--- src/rtl/regfile_pkg.sv ---
// Shared types and helpers for the register file: clear-FSM states, default
// widths and the zero-register test.
package regfile_pkg;

  typedef enum logic {
    CLEAR = 1'b0,
    READY = 1'b1
  } regfile_state_e;

  localparam int DEFAULT_DATA_WIDTH = 32;
  localparam int DEFAULT_ADDR_WIDTH = 4;

  function automatic logic is_zero_reg(input logic [31:0] addr, input int zero_reg);
    return (zero_reg != 0) && (addr == 32'd0);
  endfunction

endpackage

--- src/rtl/regfile_read_port.sv ---
// One registered read port of the register file. The output is forced to zero
// while the clear runs and for the hardwired zero register. A write hit
// selects the incoming write data instead of the array contents.
module regfile_read_port
  import regfile_pkg::*;
#(
  parameter int DATA_WIDTH = DEFAULT_DATA_WIDTH,
  parameter int ADDR_WIDTH = DEFAULT_ADDR_WIDTH,
  parameter int ZERO_REG   = 1
) (
  input  logic                  clk,
  input  logic                  reset,
  input  logic                  force_zero,
  input  logic [ADDR_WIDTH-1:0] rd_addr,
  input  logic [DATA_WIDTH-1:0] mem_data,
  input  logic                  wr_hit,
  input  logic [DATA_WIDTH-1:0] wr_data,
  output logic [DATA_WIDTH-1:0] rd_data
);

  logic [DATA_WIDTH-1:0] rd_data_d;
  logic [DATA_WIDTH-1:0] rd_data_q;

  // Next read value: zero-forcing has priority over the bypass mux.
  always_comb begin
    rd_data_d = '0;
    if (reset || force_zero) begin
      rd_data_d = '0;
    end else if (is_zero_reg(32'(rd_addr), ZERO_REG)) begin
      rd_data_d = '0;
    end else if (wr_hit) begin
      rd_data_d = wr_data;
    end else begin
      rd_data_d = mem_data;
    end
  end

  // Read data register.
  always_ff @(posedge clk) begin
    rd_data_q <= rd_data_d;
  end

  assign rd_data = rd_data_q;

endmodule

--- src/rtl/register_file.sv ---
// Parametrised 2-read/1-write register file with a sequential post-reset clear.
// Optional feature: define REGFILE_BYPASS_EN for write-first read forwarding.
module register_file
  import regfile_pkg::*;
#(
  parameter int DATA_WIDTH = DEFAULT_DATA_WIDTH,
  parameter int ADDR_WIDTH = DEFAULT_ADDR_WIDTH,
  parameter int ZERO_REG   = 1
) (
  input  logic                  clk,
  input  logic                  reset,
  output logic                  busy,
  input  logic [ADDR_WIDTH-1:0] rdAddrA,
  output logic [DATA_WIDTH-1:0] rdDataA,
  input  logic [ADDR_WIDTH-1:0] rdAddrB,
  output logic [DATA_WIDTH-1:0] rdDataB,
  input  logic [ADDR_WIDTH-1:0] wrAddr,
  input  logic [DATA_WIDTH-1:0] wrData,
  input  logic                  wrEnable
);

  localparam int DEPTH = 1 << ADDR_WIDTH;
  localparam logic [ADDR_WIDTH-1:0] LAST_IDX = ADDR_WIDTH'(DEPTH - 1);

  regfile_state_e        state_d, state_q;
  logic [ADDR_WIDTH-1:0] clr_ptr_d, clr_ptr_q;
  logic                  busy_d, busy_q;

  logic                  mem_we_s;
  logic [ADDR_WIDTH-1:0] mem_waddr_s;
  logic [DATA_WIDTH-1:0] mem_wdata_s;
  logic                  wr_accept_s;
  logic                  hit_a_s, hit_b_s;
  logic [DATA_WIDTH-1:0] mem_q [DEPTH];

  // FSM state register.
  always_ff @(posedge clk) begin
    state_q   <= state_d;
    clr_ptr_q <= clr_ptr_d;
    busy_q    <= busy_d;
  end

  // FSM next state: walk the clear pointer once, then stay READY until reset.
  always_comb begin
    state_d   = state_q;
    clr_ptr_d = clr_ptr_q;
    if (reset) begin
      state_d   = CLEAR;
      clr_ptr_d = '0;
    end else begin
      case (state_q)
        CLEAR: begin
          if (clr_ptr_q == LAST_IDX) begin
            state_d = READY;
          end else begin
            clr_ptr_d = clr_ptr_q + ADDR_WIDTH'(1);
          end
        end
        READY:   state_d = READY;
        default: begin
          state_d   = CLEAR;
          clr_ptr_d = '0;
        end
      endcase
    end
  end

  // FSM outputs: busy flag and the single array write port.
  always_comb begin
    busy_d      = (state_d == CLEAR);
    wr_accept_s = 1'b0;
    mem_we_s    = 1'b0;
    mem_waddr_s = clr_ptr_q;
    mem_wdata_s = '0;
    if (reset) begin
      busy_d = 1'b1;
    end else if (state_q == CLEAR) begin
      mem_we_s = 1'b1;
    end else begin
      wr_accept_s = wrEnable && !is_zero_reg(32'(wrAddr), ZERO_REG);
      mem_we_s    = wr_accept_s;
      mem_waddr_s = wrAddr;
      mem_wdata_s = wrData;
    end
  end

  // Storage array: no reset so it can map onto RAM.
  always_ff @(posedge clk) begin
    if (mem_we_s) begin
      mem_q[mem_waddr_s] <= mem_wdata_s;
    end
  end

`ifdef REGFILE_BYPASS_EN
  assign hit_a_s = wr_accept_s && (wrAddr == rdAddrA);
  assign hit_b_s = wr_accept_s && (wrAddr == rdAddrB);
`else
  assign hit_a_s = 1'b0;
  assign hit_b_s = 1'b0;
`endif

  regfile_read_port #(
    .DATA_WIDTH(DATA_WIDTH),
    .ADDR_WIDTH(ADDR_WIDTH),
    .ZERO_REG  (ZERO_REG)
  ) u_port_a (
    .clk       (clk),
    .reset     (reset),
    .force_zero(state_q == CLEAR),
    .rd_addr   (rdAddrA),
    .mem_data  (mem_q[rdAddrA]),
    .wr_hit    (hit_a_s),
    .wr_data   (wrData),
    .rd_data   (rdDataA)
  );

  regfile_read_port #(
    .DATA_WIDTH(DATA_WIDTH),
    .ADDR_WIDTH(ADDR_WIDTH),
    .ZERO_REG  (ZERO_REG)
  ) u_port_b (
    .clk       (clk),
    .reset     (reset),
    .force_zero(state_q == CLEAR),
    .rd_addr   (rdAddrB),
    .mem_data  (mem_q[rdAddrB]),
    .wr_hit    (hit_b_s),
    .wr_data   (wrData),
    .rd_data   (rdDataB)
  );

  assign busy = busy_q;

endmodule

--- config.mk ---
export PLATFORM = sky130hd
export DESIGN_NAME = register_file
export DESIGN_NICKNAME = d
export VERILOG_FILES = /design/src/rtl/regfile_pkg.sv /design/src/rtl/regfile_read_port.sv /design/src/rtl/register_file.sv
export SDC_FILE = /design/constraint.sdc
export NUM_CORES = 1
export LEC_CHECK = 0
export CORE_MARGIN = 5
export CORE_UTILIZATION = 50
export CTS_CLUSTER_SIZE = 40
export DETAILED_ROUTE_END_ITERATION = 6
export PLACE_DENSITY = 0.71
export SKIP_CTS_REPAIR_TIMING = 1
export SLEW_MARGIN = 0
export SYNTH_ARGS = -nofsm -noshare
export SYNTH_HDL_FRONTEND = slang
export SYNTH_SLANG_ARGS = --single-unit
export TNS_END_PERCENT = 1
--- constraint.sdc ---
create_clock -name clk -period 4.3 [get_ports clk]
set_input_delay 0.86 -clock clk [delete_from_list [all_inputs] [get_ports clk]]
set_output_delay 0.86 -clock clk [all_outputs]
set_load 0.03 [all_outputs]
==> qor.yml, run 1 <==
yosys.area_share.simple: 0.0180
syn_nets: 1209
grt_pass1_vias: 14057
clk_latency_ns: 0.63
fmax_mhz: 326
wl_um: 62100
maxSlewViolCount: 0
cp_slowest_stage_delay_ns: 0.77
grtUsageTotal: 0.233
synth_area_um2: 24900
multiInputGateArea_um2: 7740
ys_types: 41
synth_flop_cell: "edfxtp_1"
status: "finished, final reports clean"
rsz0062_at_grt: "no"
portBuffers: 111
vias: 13380
hold_path.class: "reg -> reg"
vias_per_cell: 6.68
crit_type: "in -> reg"
slowest_stage: "nor3_2"
synth_mux_area_frac: 0.233
wl_per_cell_um: 31.0
numCtsBuffers: 58
drc: 0
finalSetupTns_ns: 0
startpoint_type: "primary input"
diodes: 0
ys_seq_area_frac: 0.675
layout_common_cells: "edfxtp_1 (512), mux4_2 (254), clkdlybuf4s50_1 (106)"
regArea_um2: 16800
finalNetCount: 1339
grt_pass1_wl_um: 92700
place_area_um2: 27100
synthAdderAreaFrac: 0.000503
drt_iter0_drc: 1546
path_cells: "clkdlybuf4s50_1, nand2b_1, a31oi_1, nor3_2, buf_4"
dp_worst_setup_slack_ns: 0.627
fin_crit_sh: 0.714
path_clk_slew_ns: 0.06
die_area_um2: 54300
initial_core_util: 0.507
root_buffer: "clkbuf_16"
ant_nets: 0
stdcell_area_um2: 29000
first_pass_iters: 5
end_kind: "flop"
hold_violations: 0
htree_num_levels: 2
antenna_found_initial: 1
synth_compound_area_frac: 0.0535
grt_max_degree: 72
synthCells: 1161
p_leak_uw: 0.00995
cts_max_path_buffers: 3
syn_to_final_growth_pct: 16.8
holdWs_ns: 0.597
yosys_warnings: 0
pin_count: 112
num-fill-cells: 3549
gp_congestion: 0.816
fp.dieH_um: 233
core_um2: 49100
cts.sinks: 582
ys_seq_elements: 582
worstPathArrival_ns: 3.35
ir_drop_uv: 296
synth.avg_cell_area_um2: 21.4
p_per_area_nw_per_um2: 412
cts_tree: "done"
dp_hpwl_um: 36800
synth_top_family_by_area: "multiplexers"
grt_overflow: 0
maxCapViolations: 0
fin_skew_ns: 0.0262
die_x_um: 233
synth_edf_count: 512
synthXorXnorAreaFrac: 0.000352
max-slew-margin-rel: 0.239
crit_fanout: 17
async_flop_share: 0
layout_commonest_cell: "edfxtp_1"
rows: 81
worst_pin_slew_ns: 1.14
drive_gt1_frac: 0.319
final-setup-viol-count: 0
fin_total_pwr_uw: 12000
period_needed_ns: 3.07
setup_slack_ns: 1.23
worstPathRequired_ns: 4.58
==> final timing paths <==
path / start / to / slack [ns] / cells after the start
min reg2reg: clr_ptr_q[2]$_SDFFE_PP0P_ / clr_ptr_q[2]$_SDFFE_PP0P_ / 0.60 / 2
max reg2reg: state_q$_DFF_P_ / mem_q[2][6]$_DFFE_PP_ / 1.41 / 4
max: reset / mem_q[2][6]$_DFFE_PP_ / 1.23 / 5
min: clr_ptr_q[2]$_SDFFE_PP0P_ / clr_ptr_q[2]$_SDFFE_PP0P_ / 0.60 / 2
==> flip-flops by register name, summed over array words and instances, names as in the netlist <==
name,cells
u_port_a.rd_data,32
clr_ptr_q,4
busy,1
state_q,1
u_port_b.rd_data,32
mem_q,512
==> final cells by class <==
type	instances	area share
clock buffer	83	0.0567
clock inverter	26	0.0119
inverter	8	0.00103
multi-input combinational	480	0.266
sequential	582	0.578
tap	664	0.0286
timing repair buffer	161	0.0578
==> power breakdown <==
part,switching (µW),leakage [µW],internal (µW)
clock,2120,0.000979,3140
sequential,25.9,0.00586,6120
combinational,275,0.00311,280
total,2420,0.00995,9550
==> per-layer routing <==
layer / track usage / part of all wire
met3: 0.0541 / 0.099
met4: 0.0860 / 0.035
met5: 0 / 0.00021
met1: 0.323 / 0.39
met2: 0.366 / 0.48
==> cells in the mapped netlist, types with 2 or more instances <==
library cell,n,share of area
mux2_2,4,0.0018
mux2i_1,3,0.0012
and3_1,3,0.00076
buf_6,9,0.0041
buf_2,23,0.0046
a31oi_1,5,0.0013
a22o_1,63,0.022
nor4bb_1,3,0.0012
and2_1,32,0.0081
o2111ai_1,3,0.0011
nor2_1,16,0.0024
edfxtp_1,512,0.62
and4b_1,3,0.0012
a221o_1,63,0.025
nor3_1,5,0.0010
a21oi_1,2,0.00040
mux4_2,254,0.23
dfxtp_1,70,0.056
nor2b_1,2,0.00050
o211ai_1,2,0.00060
buf_4,6,0.0018
buf_1,5,0.00076
inv_1,8,0.0012
clkbuf_1,48,0.0072
==> critical path, delay by kind of cell <==
kind / cells / cell delay (ns)
AND/OR/NAND/NOR: 2 / 1.17
AO/OA/AOI/OAI: 1 / 0.21
buffers and inverters: 2 / 1.09
==> metrics by stage <==
stage / util / cells
floorplan: - / 1161
global placement: 0.552 / 1895
detailed placement: 0.552 / 1895
CTS: 0.592 / 2004
global route: 0.592 / 2004
finish: 0.592 / 2004
==> cell families after synthesis <==
kind of cell	after synthesis
compound gates	145
xor+xnor	1
fa+ha+maj	1
buf+inv	99
flops	582
mux	261
simple gates	72
(Power assumes the default switching activity.)
==> run 2: changes to the inputs <==
--- a/config.mk
+++ b/config.mk
@@ -9,7 +9,7 @@
 export CORE_UTILIZATION = 50
 export CTS_CLUSTER_SIZE = 40
 export DETAILED_ROUTE_END_ITERATION = 6
-export PLACE_DENSITY = 0.71
+export PLACE_DENSITY = 0.68
 export SKIP_CTS_REPAIR_TIMING = 1
 export SLEW_MARGIN = 0
 export SYNTH_ARGS = -nofsm -noshare
==> constraint.sdc (replaced) <==
create_clock -name clk -period 3 [get_ports clk]
set_input_delay 0.6 -clock clk [delete_from_list [all_inputs] [get_ports clk]]
set_output_delay 0.6 -clock clk [all_outputs]
set_load 0.03 [all_outputs]
==> run 2 against run 1 <==
  * Sequential power up 43%
  * Core utilization rose by 1.2 points
  * Final area grew 2.0%
  * Routed wire length up 1.0%
  * Clock power up 44%
  * Non-clock buffer count increased by 40
  * Via count is 0.55% lower
  * Register-to-register slack worse by 0.57 ns
  * Global-route usage rose by 0.33 points
  * Critical endpoint is now rdDataA[21]
  * Final cell count is 2.0% higher
  * Critical path depth down 4
==> qor.yml, run 2 (same netlist as run 1, synthesis figures left out) <==
first_pass_iters: 5  # unchanged
wl_um: 62800  # was 62,100 µm
sw_frac_of_total: 0.207  # was 0.202
cpLargestDelayFamily: "buffers and inverters"  # was simple AND/OR/NAND/NOR gates
hold_path.class: "reg -> reg"  # unchanged
finalNetCount: 1379  # was 1,339
holdWs_ns: 0.591  # was 0.597 ns
maxSlewViolCount: 0  # unchanged
status: "finished, final reports clean"  # unchanged
r2r_cells: 6  # was 4
initial_core_util: 0.507  # unchanged
place_area_um2: 27600  # was 27,100 µm²
crit_type: "reg -> out"  # was in -> reg
slowest_stage: "clkdlybuf4s50_1"  # was nor3_2
cts_max_path_buffers: 3  # unchanged
drc: 0  # unchanged
rows: 81  # unchanged
period_needed_ns: 2.33
max-slew-margin-rel: 0.206  # was 0.239
num-fill-cells: 3467  # was 3,549
grt_max_degree: 38  # was 72
cts.sinks: 582  # unchanged
fin_skew_ns: 0.0182  # was 0.0262 ns
maxCapViolations: 0  # unchanged
crit_fanout: 1  # was 17
worstPathRequired_ns: 2.40  # was 4.58 ns
cp_slowest_stage_delay_ns: 0.71  # was 0.77 ns
fmax_mhz: 430
wl_per_cell_um: 30.7  # was 31.0 µm
p_per_area_nw_per_um2: 581  # was 412 nW/µm²
fin_crit_sh: 0.776
fin_total_pwr_uw: 17200  # was 12,000 µW
core_um2: 49100  # unchanged
numCtsBuffers: 58  # unchanged
layout_common_cells: "edfxtp_1 (512), mux4_2 (254), clkdlybuf4s50_1 (106)"  # unchanged
rsz0062_at_grt: "no"  # unchanged
hold_violations: 0  # unchanged
ant_nets: 0  # unchanged
gp_congestion: 0.818  # was 0.816
p_leak_uw: 0.0102  # was 0.00995 µW
vias: 13307  # was 13,380
diodes: 0  # unchanged
largest_reg_flops: 512  # unchanged
path_cells: "clkdlybuf4s50_1"  # was clkdlybuf4s50_1, nand2b_1, a31oi_1, nor3_2, buf_4
ir_drop_uv: 387  # was 296 µV
die_x_um: 233  # unchanged
vias_per_cell: 6.51  # was 6.68
rr_endpoint: "mem_q[2][5]$_DFFE_PP_"  # was mem_q[2][6]$_DFFE_PP_
regMostFlops: "mem_q"  # unchanged
path_clk_slew_ns: 0.06  # about the same
worstHoldStart: "clr_ptr_q[0]$_SDFFE_PP0P_"  # was clr_ptr_q[2]$_SDFFE_PP0P_
cts_tree: "done"  # unchanged
p_seq_frac: 0.512  # was 0.514
grt_pass1_wl_um: 93500  # was 92,700 µm
stdcell_area_um2: 29600  # was 29,000 µm²
worst_pin_slew_ns: 1.19  # was 1.14 ns
die_area_um2: 54300  # unchanged
fp.dieH_um: 233  # unchanged
htree_num_levels: 2  # unchanged
comb_power_share: 0.049  # was 0.046
reg2reg_slack_ns: 0.84  # was 1.41 ns
drt_iter0_drc: 1290  # was 1,546
portBuffers: 111  # unchanged
clk_latency_ns: 0.63  # about the same
final-setup-viol-count: 0  # unchanged
grt_pass1_vias: 14095  # was 14,057
hold_depth: 2  # unchanged
end_kind: "output port"  # was flop
grtUsageTotal: 0.236  # was 0.233
antenna_found_initial: 0  # was 1
p_int_uw: 13600  # was 9550 µW
fin_util: 0.604  # was 0.592
worstPathArrival_ns: 1.73  # was 3.35 ns
grt_overflow: 0  # unchanged
pin_count: 112  # unchanged
startpoint_type: "flop"  # was primary input
r2r_start: "state_q$_DFF_P_"  # unchanged
layout_commonest_cell: "edfxtp_1"  # unchanged
syn_to_final_growth_pct: 19.2  # was 16.8%
root_buffer: "clkbuf_16"  # unchanged
p_sw_uw: 3560  # was 2420 µW
critPathBufInv: 1  # was 2
p_clk_frac: 0.439  # was 0.440
drive_gt1_frac: 0.346  # was 0.319
dp_hpwl_um: 37700  # was 36,800 µm
min_to: "clr_ptr_q[0]$_SDFFE_PP0P_"  # was clr_ptr_q[2]$_SDFFE_PP0P_
==> run 2: layout make-up <==
| cell class | instances | area (µm²) | share of cell area |
|---|---|---|---|
| clock buffers | 78 | 1700 | 0.0575 |
| clock inverters | 32 | 324 | 0.0109 |
| inverters | 8 | 30.0 | 0.00101 |
| multi-input cells | 480 | 7750 | 0.261 |
| flip-flops and latches | 582 | 16800 | 0.566 |
| well taps | 664 | 831 | 0.0280 |
| repair buffers | 201 | 2230 | 0.0752 |
==> run 2: metrics by stage <==
step	std cells	TNS, ns	worst slack [ns]
4_1_cts	2045	0	0.606
3_3_place_gp	1935	0	0.0587
5_1_grt	2045	0	0.575
2_1_floorplan	1161	-80.05	-0.834
6_report	2045	0	0.672
3_5_place_dp	1935	0	0.0525
==> run 2: worst max-delay path by stage <==
stage                     cells past startpoint                     end                             from  slack, ns
final                                         1             rdDataA[21]  u_port_a.rd_data[21]$_SDFF_PP0_       0.67
after floorplan                               4   mem_q[0][0]$_DFFE_PP_                  state_q$_DFF_P_      -0.83
after global placement                        7  mem_q[8][23]$_DFFE_PP_                            reset       0.06
after CTS                                     1             rdDataB[31]  u_port_b.rd_data[31]$_SDFF_PP0_       0.61
after detailed placement                      7  mem_q[8][22]$_DFFE_PP_                            reset       0.05
after global routing                          7  mem_q[8][27]$_DFFE_PP_                            reset       0.58
==> run 2: power by group through the flow <==
stage / Combinational (µW) / Sequential (µW) / Clock, µW
3_3_place_gp: 851 / 8980 / 0
5_1_grt: 901 / 8810 / 8030
2_1_floorplan: 555 / 8980 / 0
4_1_cts: 859 / 8810 / 7660
3_5_place_dp: 857 / 8980 / 0
6_report: 850 / 8810 / 7550
==> run 2: layer usage <==
metal / up-vias / part of all wire / GRT usage
met5: - / 0 / 0
met4: 0 / 0.024 / 0.0629
met3: 120 / 0.092 / 0.0467
met2: 709 / 0.49 / 0.386
met1: 6998 / 0.39 / 0.331
li1: 5480 / - / -
==> run 3: changes to the inputs <==
--- a/config.mk
+++ b/config.mk
@@ -9,7 +9,7 @@
 export CORE_UTILIZATION = 50
 export CTS_CLUSTER_SIZE = 40
 export DETAILED_ROUTE_END_ITERATION = 6
-export PLACE_DENSITY = 0.68
+export PLACE_DENSITY = 0.71
 export SKIP_CTS_REPAIR_TIMING = 1
 export SLEW_MARGIN = 0
 export SYNTH_ARGS = -nofsm -noshare
==> constraint.sdc (replaced) <==
create_clock -name clk -period 1.95 [get_ports clk]
set_input_delay 0.39 -clock clk [delete_from_list [all_inputs] [get_ports clk]]
set_output_delay 0.39 -clock clk [all_outputs]
set_load 0.03 [all_outputs]
==> run 3 against run 2 <==
  * First-iteration DRC count grew 7.5%
  * Global-route usage is 0.10 points lower
  * Sequential power rose by 54%
  * Setup slack worse by 0.64 ns
  * Die area stayed put
  * Critical path depth rose by 6
  * Clock-buffer cell count down 6
==> qor.yml, run 3 (same netlist as run 1, synthesis figures left out) <==
critPathLaunch: "reset"  # was u_port_a.rd_data[21]$_SDFF_PP0_
syn_to_final_growth_pct: 23.2  # was 19.2%
grt_overflow: 0  # unchanged
drt_iter0_drc: 1387  # was 1,290
die_area_um2: 54300  # unchanged
wl_um: 63100  # was 62,800 µm
startpoint_type: "primary input"  # was flop
reg2reg_slack_ns: 0.10  # was 0.84 ns
worstPathArrival_ns: 2.25  # was 1.73 ns
multiInputGateArea_um2: 7780  # was 7750 µm²
p_leak_uw: 0.0118  # was 0.0102 µW
layout_common_cells: "edfxtp_1 (512), mux4_2 (254), buf_4 (81)"  # was edfxtp_1 (512), mux4_2 (254), clkdlybuf4s50_1 (106)
grt_pass1_vias: 14525  # was 14,095
r2r_cells: 4  # was 6
layout_commonest_cell: "edfxtp_1"  # unchanged
drive_gt1_frac: 0.367  # was 0.346
regArea_um2: 16800  # about the same
slowest_stage: "clkdlybuf4s50_1"  # unchanged
num-fill-cells: 3319  # was 3,467
regMostFlops: "mem_q"  # unchanged
core_um2: 49100  # unchanged
pin_count: 112  # unchanged
max-slew-margin-rel: 0.577  # was 0.206
grt_max_degree: 37  # was 38
grt_pass1_wl_um: 93800  # was 93,500 µm
wl_met3_um: 5680  # was 5790 µm
numCtsBuffers: 58  # unchanged
maxSlewViolCount: 0  # unchanged
path_clk_slew_ns: 0.06  # about the same
fp.dieH_um: 233  # unchanged
rr_endpoint: "mem_q[12][7]$_DFFE_PP_"  # was mem_q[2][5]$_DFFE_PP_
p_per_area_nw_per_um2: 865  # was 581 nW/µm²
hold_path.class: "in -> reg"  # was reg -> reg
finalNetCount: 1434  # was 1,379
worstHoldStart: "rdAddrB[1]"  # was clr_ptr_q[0]$_SDFFE_PP0P_
path_common_cell: "buf_12"
crit_fanout: 15  # was 1
fin_crit_sh: 0.985
wl_per_cell_um: 30.1  # was 30.7 µm
wirelength_met1_um: 25000  # was 24,500 µm
grtUsageTotal: 0.235  # was 0.236
portBuffers: 111  # unchanged
antenna_found_initial: 0  # unchanged
cp_slowest_stage_delay_ns: 0.52  # was 0.71 ns
htree_num_levels: 2  # unchanged
routed.top_layer: "met4"  # unchanged
fmax_mhz: 521
finalSetupTns_ns: 0  # unchanged
worstPathRequired_ns: 2.28  # was 2.40 ns
place_area_um2: 28400  # was 27,600 µm²
hold_violations: 0  # unchanged
vias: 13660  # was 13,307
cts_tree: "done"  # unchanged
ant_nets: 0  # unchanged
r2r_start: "state_q$_DFF_P_"  # unchanged
cts_max_path_buffers: 3  # unchanged
cts.sinks: 582  # unchanged
root_buffer: "clkbuf_16"  # unchanged
worst_pin_slew_ns: 0.635  # was 1.19 ns
fin_total_pwr_uw: 26500  # was 17,200 µW
stdcell_area_um2: 30600  # was 29,600 µm²
drc: 0  # unchanged
first_pass_iters: 5  # unchanged
crit_type: "in -> reg"  # was reg -> out
fin_skew_ns: 0.0212  # was 0.0182 ns
period_needed_ns: 1.92
clk_latency_ns: 0.62  # was 0.63 ns
path_cells: "clkdlybuf4s50_1, buf_12, nand2b_1, a31oi_1, buf_4, nor2_4, buf_12"  # was clkdlybuf4s50_1
die_x_um: 233  # unchanged
cp-endpoint: "mem_q[3][27]$_DFFE_PP_"  # was rdDataA[21]
gp_congestion: 0.825  # was 0.818
ir_drop_uv: 709  # was 387 µV
dp_hpwl_um: 39900  # was 37,700 µm
diodes: 0  # unchanged
final-setup-viol-count: 0  # unchanged
end_kind: "flop"  # was output port
status: "finished, final reports clean"  # unchanged
vias_per_cell: 6.51  # about the same
maxCapViolations: 0  # unchanged
rows: 81  # unchanged
initial_core_util: 0.507  # unchanged
largest_reg_flops: 512  # unchanged
route.met2.wl_um: 30600  # was 31,000 µm
run 3: cell count changes in the layout (fill, tap and decap cells not counted), moves of 3 or more:
cell             delta
clkdlybuf4s50_1    -65
dlymetal6s2s_1     +65
buf_12             +32
buf_4              +24
clkinv_1            +8
clkinvlp_4          -8
clkbuf_16           -4
bufinv_16           +3
nor3_2              -3
nor3_4              +3
run 3: through the flow:
stage	setup WS, ns	std cells	util	hold WS, ns
after CTS	-0.221	2099	0.620	0.363
after global routing	-0.00812	2099	0.624	0.428
after floorplan	-0.428	1161	-	0.525
final	0.0298	2099	0.624	0.408
after detailed placement	-0.730	1990	0.580	0.570
after global placement	-0.721	1990	0.580	0.552
run 3: area by class of cell:
type | instances | area share
sequential | 582 | 0.548
multi-input combinational | 480 | 0.254
timing repair buffer | 256 | 0.105
clock buffer | 72 | 0.0518
tap | 664 | 0.0271
clock inverter | 37 | 0.0133
inverter | 8 | 0.000981
run 3: how the worst min path moves through the flow:
stage                                     end  slack, ns  cells after the start
3_5_place_dp        clr_ptr_q[2]$_SDFFE_PP0P_       0.57                      2
5_1_grt        u_port_b.rd_data[8]$_SDFF_PP0_       0.43                      4
2_1_floorplan       clr_ptr_q[2]$_SDFFE_PP0P_       0.53                      2
3_3_place_gp        clr_ptr_q[2]$_SDFFE_PP0P_       0.55                      2
4_1_cts        u_port_b.rd_data[8]$_SDFF_PP0_       0.36                      4
6_report       u_port_b.rd_data[8]$_SDFF_PP0_       0.41                      4
run 3: worst max-delay path, delay by kind of cell:
kind	cells	cell delay [ns]
simple gates	2	0.61
buf+inv	4	1.10
compound gates	1	0.12
run 3: metal layers:
metal,global-route usage,up-vias
met5,0,-
met4,0.0709,0
met3,0.0442,106
met2,0.373,740
met1,0.338,7219
li1,-,5595
run 3: power breakdown:
| part | internal, µW | switching (µW) | total [µW] |
|---|---|---|---|
| Sequential | 13500 | 61.8 | 13600 |
| Combinational | 776 | 640 | 1420 |
| Clock | 6830 | 4670 | 11500 |
